===== src/rtl/seven_seg_scanner.sv =====
// Scan controller for a common-anode multiplexed seven-segment display.
// Each digit gets a dark BLANK slot and then a SHOW slot. A new value is only committed at the end of a frame.
module seven_seg_scanner #(
    parameter int DIGITS = 4,
    parameter int DWELL  = 1000,
    parameter int BLANK  = 16
) (
    input  logic                  clk,
    input  logic                  rst,
    input  logic [4*DIGITS-1:0]   value_in,
    input  logic                  load,
    input  logic                  lz_blank,
    output logic [3:0]            nibble_out,
    output logic [DIGITS-1:0]     digit_en_n,
    output logic                  frame_done
);

    localparam int PMAX = (DWELL > BLANK) ? DWELL : BLANK;
    localparam int CW   = (PMAX > 1) ? $clog2(PMAX) : 1;
    localparam int IW   = $clog2(DIGITS);

    localparam logic [CW-1:0] BLANK_LAST = CW'(BLANK - 1);
    localparam logic [CW-1:0] DWELL_LAST = CW'(DWELL - 1);
    localparam logic [IW-1:0] IDX_LAST   = IW'(DIGITS - 1);

    typedef enum logic {S_BLANK, S_SHOW} state_t;

    state_t                  state, state_d;
    logic [CW-1:0]           phase_cnt, phase_cnt_d;
    logic [IW-1:0]           idx, idx_d;
    logic [DIGITS-1:0][3:0]  shadow, shadow_d, pend_val;
    logic                    pend;
    logic [DIGITS-1:0]       upper_zero;
    logic [DIGITS-1:0]       en_d;
    logic                    last_show;
    logic                    run;

    // The state register runs one cycle ahead of the output flops, which decode it.
    always_comb begin
        state_d     = state;
        phase_cnt_d = phase_cnt + 1'b1;
        idx_d       = idx;
        case (state)
            S_BLANK: if (phase_cnt == BLANK_LAST) begin
                state_d     = S_SHOW;
                phase_cnt_d = '0;
            end
            S_SHOW: if (phase_cnt == DWELL_LAST) begin
                state_d     = S_BLANK;
                phase_cnt_d = '0;
                idx_d       = (idx == IDX_LAST) ? '0 : idx + 1'b1;
            end
            default: state_d = S_BLANK;
        endcase
    end

    assign last_show = (state == S_SHOW) && (phase_cnt == DWELL_LAST) && (idx == IDX_LAST);

    // A commit happens while frame_done is high. A coincident load overrides the pending value.
    always_comb begin
        shadow_d = shadow;
        if (frame_done) begin
            if (load)
                shadow_d = value_in;
            else if (pend)
                shadow_d = pend_val;
        end
    end

    always_comb begin
        upper_zero = '0;
        run        = 1'b1;
        for (int i = DIGITS - 1; i >= 0; i--) begin
            run           = run && (shadow_d[i] == 4'h0);
            upper_zero[i] = run;
        end
        en_d = '1;
        if (state == S_SHOW && !(lz_blank && idx != '0 && upper_zero[idx]))
            en_d[idx] = 1'b0;
    end

    // NOTE: sequential state uses non-blocking assignments, so every flop samples the pre-edge values.
    always_ff @(posedge clk) begin
        if (rst) begin
            state      <= S_BLANK;
            phase_cnt  <= '0;
            idx        <= '0;
            shadow     <= '0;
            pend_val   <= '0;
            pend       <= 1'b0;
            nibble_out <= 4'h0;
            digit_en_n <= '1;
            frame_done <= 1'b0;
        end else begin
            state      <= state_d;
            phase_cnt  <= phase_cnt_d;
            idx        <= idx_d;
            shadow     <= shadow_d;
            if (frame_done) begin
                pend <= 1'b0;
            end else if (load) begin
                pend     <= 1'b1;
                pend_val <= value_in;
            end
            nibble_out <= shadow_d[idx];
            digit_en_n <= en_d;
            frame_done <= last_show;
        end
    end

endmodule


===== config.mk =====
export PLATFORM = sky130hd
export DESIGN_NAME = seven_seg_scanner
export DESIGN_NICKNAME = d
export VERILOG_FILES = /design/src/rtl/seven_seg_scanner.sv
export SDC_FILE = /design/constraint.sdc
export NUM_CORES = 1
export LEC_CHECK = 0
export CORE_AREA = 5 5 90 92
export CTS_CLUSTER_DIAMETER = 120
export CTS_CLUSTER_SIZE = 10
export DETAILED_ROUTE_END_ITERATION = 8
export DIE_AREA = 0 0 95 97
export HOLD_SLACK_MARGIN = 0.02
export PLACE_DENSITY_LB_ADDON = 0.3
export SLEW_MARGIN = 20
export SYNTH_ARGS = -nofsm -noshare
export SYNTH_HDL_FRONTEND = slang
export SYNTH_SLANG_ARGS = --single-unit

===== constraint.sdc =====
create_clock -name clk -period 4.55 [get_ports clk]
set_input_delay 0.6825 -clock clk [delete_from_list [all_inputs] [get_ports clk]]
set_output_delay 0.6825 -clock clk [all_outputs]
set_load 0.05 [all_outputs]

==> impl_metrics.toml <==
[run_status]
outcome = "complete, no violations"

[floorplanning]
initial_core_util_pct = 34.2
die_h_microns = 97
die_w_microns = 95
core_area_sq_mm = 0.00714
die_area_sq_mm = 0.00922
io_pins = 29
rows = 31

[logic_synthesis]
ys_ff_latch = 55
synth_top_area_share_pct = 45.1
synthTopCellsByArea = "dfxtp_1 (45%), nor2_1 (8.0%), nand2_1 (5.4%)"
synthTopCellsByCount = "dfxtp_1 (55), nor2_1 (52), nand2_1 (35), inv_1 (19), a21oi_1 (17)"
yosysMostFrequentCell = "dfxtp_1"
yosys_warnings = 0
ys_seq_area_share_pct = 45.1
async_flop_share_pct = 0
synth_cell_types = 34
synth_top_area_cell = "dfxtp_1"
syn_inst = 284
synthFlopType = "dfxtp_1"
syn_nets = 309
syn_avg_cell_area_sq_um = 8.60
synth_edf_count = 0
synthesis.area_sq_mm = 0.00244

[timing]
max_freq_mhz = 379
rsz0062_at_grt = "no"
finalSetupTns_ns = 0
min_period_ns = 2.64
period_share_pct = 58.0
maxSlewHeadroom_pct = 49.1
worst_pin_slew_ns = 0.763
clock_skew_ns = 0.0167
drv_slew = 0
setup_violations = 0
hold_viol_final = 0
setup_slack_ns = 1.91

[place]
dp.cells = 395
post_dp_cell_area_sq_mm = 0.00278
dp.final_hpwl_mm = 3.76
dp_slack_ns = 1.60
gp_congestion = 0.801
port_buffers = 28

[clocking]
post_cts_buffers = 0
htree_levels = 2
cts_tree = "done"
numCtsBuffers = 5
clock_sinks = 55
cts_root_buffer = "clkbuf_8"
clk_latency_ns = 0.32
cts.clk_slew.worst_paths_ns = 0.10
clk_path_buf_depth = 2
cts_resized = 0
ctsHoldBuffers = 0

[grt]
track_usage_pct = 12.4
grt-ovfl-total = 0
grt_max_degree = 43
grt_pass1_wl_mm = 9.24
antenna_found_initial = 0
grt_pass1_vias = 1868

[setup_path]
r2r_slack_ns = 2.13
required_ns = 4.80
r2r_start = "frame_done"
crit_type = "primary input to flip-flop"
ff2ff_path_depth = 5
rr_endpoint = "digit_en_n[3]"
crit_path_max_fanout = 17
critPathLaunchType = "primary input"
crit_arrival_ns = 2.89
cp-end-kind = "flip-flop"

[finish]
fill_cells = 742
instances_no_fill = 403
syn_to_final_growth_pct = 17.6
n_antenna_cell = 0
final_area_sq_mm = 0.00287
layout-drive-gt1-share_pct = 7.24
fin_nets = 328

[route]
via_count = 1983
first_pass_iters = 4
drc_errors = 0
ant_nets = 0
drt_wl_total_mm = 5.45
drt_iter0_markers = 130
vias_per_cell = 4.92
wl_per_cell_microns = 13.5

[power_and_ir_drop]
vdd_drop_max_mv = 0.141
power_density_mw_per_mm2 = 293
leakage_nw = 1.03

[hold_path]
hold_path_depth = 1
min-delay-start = "phase_cnt[0]"
holdCritPathClass = "flip-flop to flip-flop"
min_to = "phase_cnt[0]"

[job]
max_cap_viol_count = 0
[cell families after synthesis]
logic type	Yosys count	synth area share, %
AND/OR/NAND/NOR	116	20.8
AO/OA/AOI/OAI	55	17.1
flip-flops	55	45.1
buffers and inverters	39	7.12
XOR/XNOR	8	2.87
multiplexers	6	4.51
adder cells (fa/ha/maj)	5	2.56
[routing by layer]
layer | track usage (%) | vias to the layer above | wire length [microns]
met2 | 19.1 | 35 | 2450
met5 | 0 | - | 0
met3 | 3.80 | 5 | 275
li1 | - | 1010 | -
met1 | 16.9 | 933 | 2670
met4 | 3.00 | 0 | 53
[how the worst max path moves through the flow]
stage,from,to,slack [ns],cells after the start
after floorplan,frame_done,digit_en_n[1],2.55,6
after global placement,load,nibble_out[2],1.61,6
after detailed placement,load,nibble_out[2],1.60,6
after CTS,load,nibble_out[2],1.94,6
after global routing,load,digit_en_n[2],1.76,5
final,load,nibble_out[2],1.91,6
[registers in the layout, summed over array words and instances, names as in the netlist]
register / count
phase_cnt: 10
digit_en_n: 4
state: 1
nibble_out: 4
frame_done: 1
pend: 1
pend_val: 16
idx: 2
shadow: 16
[worst max-delay path, cell delays in order]
cell	delay [ns]
clkdlybuf4s50_1	0.52
or2_1	0.62
a21oi_1	0.18
or3_1	0.35
mux4_2	0.45
nor2_1	0.09
[per-stage QoR]
stage          hold slack [ns]  power, W  util (%)
2_1_floorplan            0.413  0.000539         -
3_3_place_gp             0.427  0.000566      38.9
3_5_place_dp             0.435  0.000567      38.9
4_1_cts                  0.449  0.000855      40.3
5_1_grt                  0.477  0.000883      40.3
6_report                 0.446  0.000841      40.3
[layout by cell type (no fill, tap or decap), types with 2 or more instances in the layout]
cell type / count
nand3_1: 3
a41oi_1: 3
a21oi_1: 17
a31oi_1: 16
inv_1: 19
clkbuf_8: 6
mux2i_1: 2
buf_4: 4
nand4_1: 2
clkdlybuf4s50_1: 28
nor3_1: 2
or3_1: 2
nand2_1: 35
dfxtp_1: 55
mux4_2: 4
and3_1: 5
nor2_1: 52
ha_1: 5
xnor2_1: 6
o221ai_1: 9
and2_1: 4
o221ai_2: 6
o41ai_1: 3
nor2b_1: 4
xor2_1: 2
[power breakdown]
part	total, W	internal, W	switching [W]	leakage (nW)
Combinational	0.0000582	0.0000255	0.0000327	0.534
Sequential	0.000497	0.000492	0.00000536	0.447
Clock	0.000286	0.000125	0.000161	0.0474
[final cells by class]
| type | count | area, sq um | area share (%) |
|---|---|---|---|
| clock buffers | 6 | 82.6 | 2.87 |
| clock inverters | 2 | 16.3 | 0.566 |
| inverters | 19 | 71.3 | 2.48 |
| multi-input cells | 190 | 1170 | 40.7 |
| flip-flops and latches | 55 | 1100 | 38.3 |
| well taps | 99 | 124 | 4.31 |
| repair buffers | 32 | 310 | 10.8 |
Power figures use the tool's default switching activity.
